[config.mk]
export PLATFORM = sky130hd
export DESIGN_NAME = input_conditioner_led
export DESIGN_NICKNAME = d
export VERILOG_FILES = /design/src/rtl/input_conditioner_led.sv
export SDC_FILE = /design/constraint.sdc
export NUM_CORES = 1
export LEC_CHECK = 0
export CAP_MARGIN = 20
export CORE_ASPECT_RATIO = 0.7
export CORE_UTILIZATION = 54
export DETAILED_ROUTE_END_ITERATION = 12
export PLACE_DENSITY = 0.79
export SLEW_MARGIN = 20
export SYNTH_ARGS = -nofsm -noshare
export SYNTH_HDL_FRONTEND = slang
export SYNTH_SLANG_ARGS = --single-unit
[constraint.sdc]
create_clock -name clk -period 10.7 [get_ports clk]
set_input_delay 2.14 -clock clk [delete_from_list [all_inputs] [get_ports clk]]
set_output_delay 2.14 -clock clk [all_outputs]
set_load 0.005 [all_outputs]
[src/rtl/input_conditioner_led.sv]
// input_conditioner_led: board UI front end.
// Debounces 8 slide switches into clean levels and 4 push buttons into
// single-cycle press pulses, and drives the 8 user LEDs from the UI mode.
module input_conditioner_led #(
  parameter int DB_CYCLES = 1000000,
  parameter int LED_STEP  = 25000000
) (
  input  logic       clk,
  input  logic       rst,
  input  logic [7:0] sw_in,
  input  logic [3:0] btn_in,
  input  logic [3:0] state,
  output logic [7:0] sw_out,
  output logic [3:0] btn_pulse,
  output logic [7:0] led
);

  // Channels 0..7 are switches, 8..11 are buttons.
  localparam int NCH = 12;
  localparam int DBW = $clog2(DB_CYCLES) + 1;
  localparam logic [DBW-1:0] DB_LAST = DBW'(DB_CYCLES - 1);
  localparam int LSW = (LED_STEP > 1) ? $clog2(LED_STEP) : 1;
  localparam logic [LSW-1:0] LED_LAST = LSW'(LED_STEP - 1);

  logic [NCH-1:0] raw;
  logic [NCH-1:0] sync1_q;
  logic [NCH-1:0] sync2_q;
  logic [NCH-1:0] stable_q;
  logic [NCH-1:0] stable_d;
  logic [DBW-1:0] dbCnt_q [NCH];
  logic [DBW-1:0] dbCnt_d [NCH];
  logic [3:0]     pulse_q;
  logic [3:0]     pulse_d;

  logic [7:0]     led_q;
  logic [7:0]     led_d;
  logic [7:0]     pos_q;
  logic [7:0]     pos_d;
  logic [LSW-1:0] ledCnt_q;
  logic [LSW-1:0] ledCnt_d;

  assign raw = {btn_in, sw_in};

  // Debounce decision: a channel adopts its synced value only after it has
  // disagreed with the stable level for DB_CYCLES consecutive edges; any
  // agreement in between restarts the count. Button rises produce a pulse
  // on the same edge the stable level rises.
  always_comb begin
    stable_d = stable_q;
    for (int i = 0; i < NCH; i++) begin
      dbCnt_d[i] = '0;
      if (sync2_q[i] != stable_q[i]) begin
        if (dbCnt_q[i] == DB_LAST) begin
          stable_d[i] = sync2_q[i];
        end else begin
          dbCnt_d[i] = dbCnt_q[i] + DBW'(1);
        end
      end
    end
    pulse_d = stable_d[11:8] & ~stable_q[11:8];
  end

  // Synchronizer chain, debounce counters, stable levels and press pulses.
  always_ff @(posedge clk or posedge rst) begin
    if (rst) begin
      sync1_q  <= '0;
      sync2_q  <= '0;
      stable_q <= '0;
      pulse_q  <= '0;
      for (int i = 0; i < NCH; i++) begin
        dbCnt_q[i] <= '0;
      end
    end else begin
      sync1_q  <= raw;
      sync2_q  <= sync1_q;
      stable_q <= stable_d;
      pulse_q  <= pulse_d;
      for (int i = 0; i < NCH; i++) begin
        dbCnt_q[i] <= dbCnt_d[i];
      end
    end
  end

  // LED map and chaser advance. Any non-zero mode parks the chaser at bit 0
  // so re-entering mode 0 always starts from the first LED.
  always_comb begin
    led_d    = 8'h00;
    pos_d    = 8'h01;
    ledCnt_d = '0;
    if (state == 4'd0) begin
      led_d = pos_q;
      pos_d = pos_q;
      if (ledCnt_q == LED_LAST) begin
        pos_d = {pos_q[6:0], pos_q[7]};
      end else begin
        ledCnt_d = ledCnt_q + LSW'(1);
      end
    end else if (state <= 4'd7) begin
      led_d = 8'h01 << (state - 4'd1);
    end else if (state <= 4'd13) begin
      led_d = 8'h80 | (8'h01 << (state - 4'd8));
    end
  end

  // LED output register and chaser state.
  always_ff @(posedge clk or posedge rst) begin
    if (rst) begin
      led_q    <= 8'h00;
      pos_q    <= 8'h01;
      ledCnt_q <= '0;
    end else begin
      led_q    <= led_d;
      pos_q    <= pos_d;
      ledCnt_q <= ledCnt_d;
    end
  end

  assign sw_out    = stable_q[7:0];
  assign btn_pulse = pulse_q;
  assign led       = led_q;

endmodule

==> impl_results.md <==
- Mapped Cells: 1606
- Worst clock skew: 0.01023 ns
- Leakage: 7.234 nW
- Worst EP required: 11.28 ns
- Post-DP HPWL: 18850 um
- Post-route setup TNS: 0 ns
- GRT Residual Overflow: 0
- Seq/Total Area, Yosys: 0.5251
- Die H: 145.4 um
- Synth Area in XOR/XNOR: 0.09270
- Num rows: 52
- CTS buffer count: 34
- Crit Path Class: input pin to async pin
- Postcts setup bufs: 0
- MaxCap Viol Count: 0
- Synthesized flop and latch total: 333
- Largest net degree at the start of global routing: 197
- Dpl cell area: 16540 um^2
- Core ar.: 28890 um^2
- Initial Util: 0.5495
- Async set or reset register ratio after synthesis: 1.000
- DR vias/cell: 5.857
- Pint: 2.089 mW
- All-layer global routing usage: 0.2034
- H-tree depth: 2
- Max-slew violations: 0
- Sw frac: 0.2116
- Initial antenna violation count: 0
- Detailed Route Iter0 Violations: 630
- CTS tree: done
- Status: finished clean
- Flop pwr share: 0.487
- Filler Cell Count: 2365
- Post-synthesis adder-cell area fraction: 0.01025
- Synth Warn #: 0
- Clk sinks: 333
- Antenna cells: 0
- First-pass GRT wire length: 51500 um
- Fin nets: 1647
- Final worst slack: 6.978 ns
- Power per Cell Area: 148.9 nW/um^2
- DP Worst Slack: 6.342 ns
- Period utilisation layout: 0.3478
- Number of library cell types mapped by synthesis: 47
- Cts repair resizes: 0
- Critical Path AT: 4.30 ns
- Peak supply drop: 94.48 uV
- Share of cells above drive strength 1: 0.06216
- Hold Path Depth: 0
- Max Root-Sink Buffers: 3
- Crit. End Element: async pin
- Switching power: 0.5604 mW
- Die area: 30090 um^2
- Min Clock Period, post-route: 3.722 ns
- Design area: 17790 um^2
- Setup violators final: 0
- Top FF cell, synth: dfrtp_1
- Router iterations before antenna repair: 7
- Die width: 206.9 um
- Area added between synthesis and finish: 12.05%
- Final Hold Fails: 0
- Maximum clock rate: 268.7 MHz
- Least-Margin Pin Slew: 1.052 ns
- Post-synth EDFFs: 0
- Worst-Skew Late Latency: 0.52 ns
- Syn nets: 1637
- Post-synthesis area per instance: 9.883 um^2
- Hold Buf Count CTS: 0
- Relative slew slack: 0.2909
- Via count: 11830
- Clk slew on worst S/H paths: 0.06 ns
- Routability cong.: 0.8539
- Worst Reg-to-Reg Cells: 5
- Crit start category: input pin
- Vias in the first global route: 11180
- Simple-gate share of the synthesized area: 0.2489
- Root buffer cell: clkbuf_16
- Crit path max fanout: 141
- HP Class: register to register
- DR WL/cell: 14.85 um
- Fin cells: 2019
- Buffers on Ports: 37
- Synth Area in Compound Gates: 0.08395
- # placed instances: 1957
- Logic gate share of total power: 0.035
- Multiplexer area fraction after synthesis: 0.008513
- Largest family of logic cells by synthesized area: simple AND/OR/NAND/NOR gates
- RSZ-0062 raised after global routing: false
- Final WL: 29980 um
- Antenna viol nets, final: 0
- Post-Syn Area: 15870 um^2
- Io pins: 38
- Power share of the clock group: 0.479
- Drt drc: 0
- Worst hold slack: 0.3460 ns
[per-layer routing]
layer	global-route usage	wire, um	vias up
li1	-	-	5799
met5	0	0	-
met2	0.3075	13620	173
met1	0.3007	14860	5807
met3	0.03292	909	47
met4	0.06423	582	0
[cells in the final DEF, fill, tap and decap left out, types with 3 or more instances in the layout]
| cell type | instances |
|---|---|
| bufinv_16 | 4 |
| o21ai_1 | 4 |
| clkinv_2 | 3 |
| nand3_1 | 97 |
| nor3_1 | 16 |
| ha_1 | 13 |
| nand3b_1 | 4 |
| o31ai_1 | 51 |
| and4_1 | 24 |
| xnor2_1 | 52 |
| clkbuf_16 | 37 |
| nor2_1 | 203 |
| clkbuf_1 | 6 |
| a21oi_1 | 107 |
| and3_1 | 26 |
| or2_2 | 5 |
| nand4_1 | 82 |
| xor2_1 | 116 |
| or4b_1 | 3 |
| or4_1 | 68 |
| o21ai_0 | 55 |
| o41ai_2 | 6 |
| clkdlybuf4s50_1 | 37 |
| dfrtp_1 | 332 |
| or3_1 | 52 |
| nand2_1 | 85 |
| buf_4 | 13 |
| nor4_1 | 29 |
| nand4b_1 | 4 |
| inv_1 | 36 |
| clkbuf_8 | 8 |
| nor4b_1 | 3 |
| and2_1 | 18 |
| mux2_2 | 12 |
[power groups by stage]
stage	combinational (mW)	clock, mW	sequential, mW
after global placement	0.0898	0	1.31
after CTS	0.0927	1.30	1.29
after global routing	0.105	1.35	1.29
after detailed placement	0.0919	0	1.31
final	0.0915	1.27	1.29
after floorplan	0.0620	0	1.31
[flip-flops by register name, summed over array words and instances, names as in the netlist]
name / count
sync2_q: 12
dbCnt_q: 252
sync1_q: 12
led: 8
stable_q: 12
pos_q: 8
btn_pulse: 4
ledCnt_q: 25
[area by class of cell]
class,count,area (um^2),area share
clock buffers,51,1059,0.05951
clock inverters,10,160.2,0.009005
inverters,37,142.6,0.008020
multi-input cells,1158,7102,0.3993
flip-flops and latches,333,8334,0.4686
well taps,378,473.0,0.02659
repair buffers,52,515.5,0.02898
[through the flow]
stage	util	power (mW)
after floorplan	-	1.373
after global placement	0.5725	1.401
after detailed placement	0.5725	1.405
after CTS	0.6147	2.685
after global routing	0.6157	2.745
final	0.6157	2.649
[path summary, 6_finish.rpt]
path                                              start  slack, ns                      to
worst max-delay path                                rst       6.98  ledCnt_q[12]$_DFF_PP0_
worst min-delay path              sync1_q[10]$_DFF_PP0_       0.35   sync2_q[10]$_DFF_PP0_
worst max register to register     dbCnt_q[2]$_DFF_PP0_       7.97    dbCnt_q[5]$_DFF_PP0_
worst min register to register    sync1_q[10]$_DFF_PP0_       0.35   sync2_q[10]$_DFF_PP0_
max in group clk                stable_q[0]$_DFFE_PP0P_       7.15               sw_out[0]
min in group asynchronous                           rst       2.23    sync2_q[0]$_DFF_PP0_
[Yosys cell counts, types with 37 or more instances]
library cell	count	area, um^2
or4_1	68	510.5
nand2_1	85	319.1
nand3_1	97	485.5
a21oi_1	107	535.5
dfrtp_1	332	8308
or3_1	52	325.3
clkbuf_1	60	225.2
inv_1	37	138.9
o21ai_0	56	280.3
xnor2_1	52	455.4
xor2_1	116	1016
nor2_1	203	762.0
nand4_1	82	513.0
o31ai_1	52	390.4
[cells by family (layout without fill, tap and decap cells)]
family / count (synthesis) / after routing
mux: 12 / 12
buf+inv: 115 / 150
flops: 333 / 333
compound gates: 231 / 231
simple gates: 734 / 734
xor+xnor: 168 / 168
fa+ha+maj: 13 / 13
[worst max-delay path: stages]
cell,delay (ns)
clkdlybuf4s50_1,0.45
clkinvlp_4,0.08
buf_4,0.59
buf_12,0.36
buf_16,0.52
(Power assumes the default switching activity.)
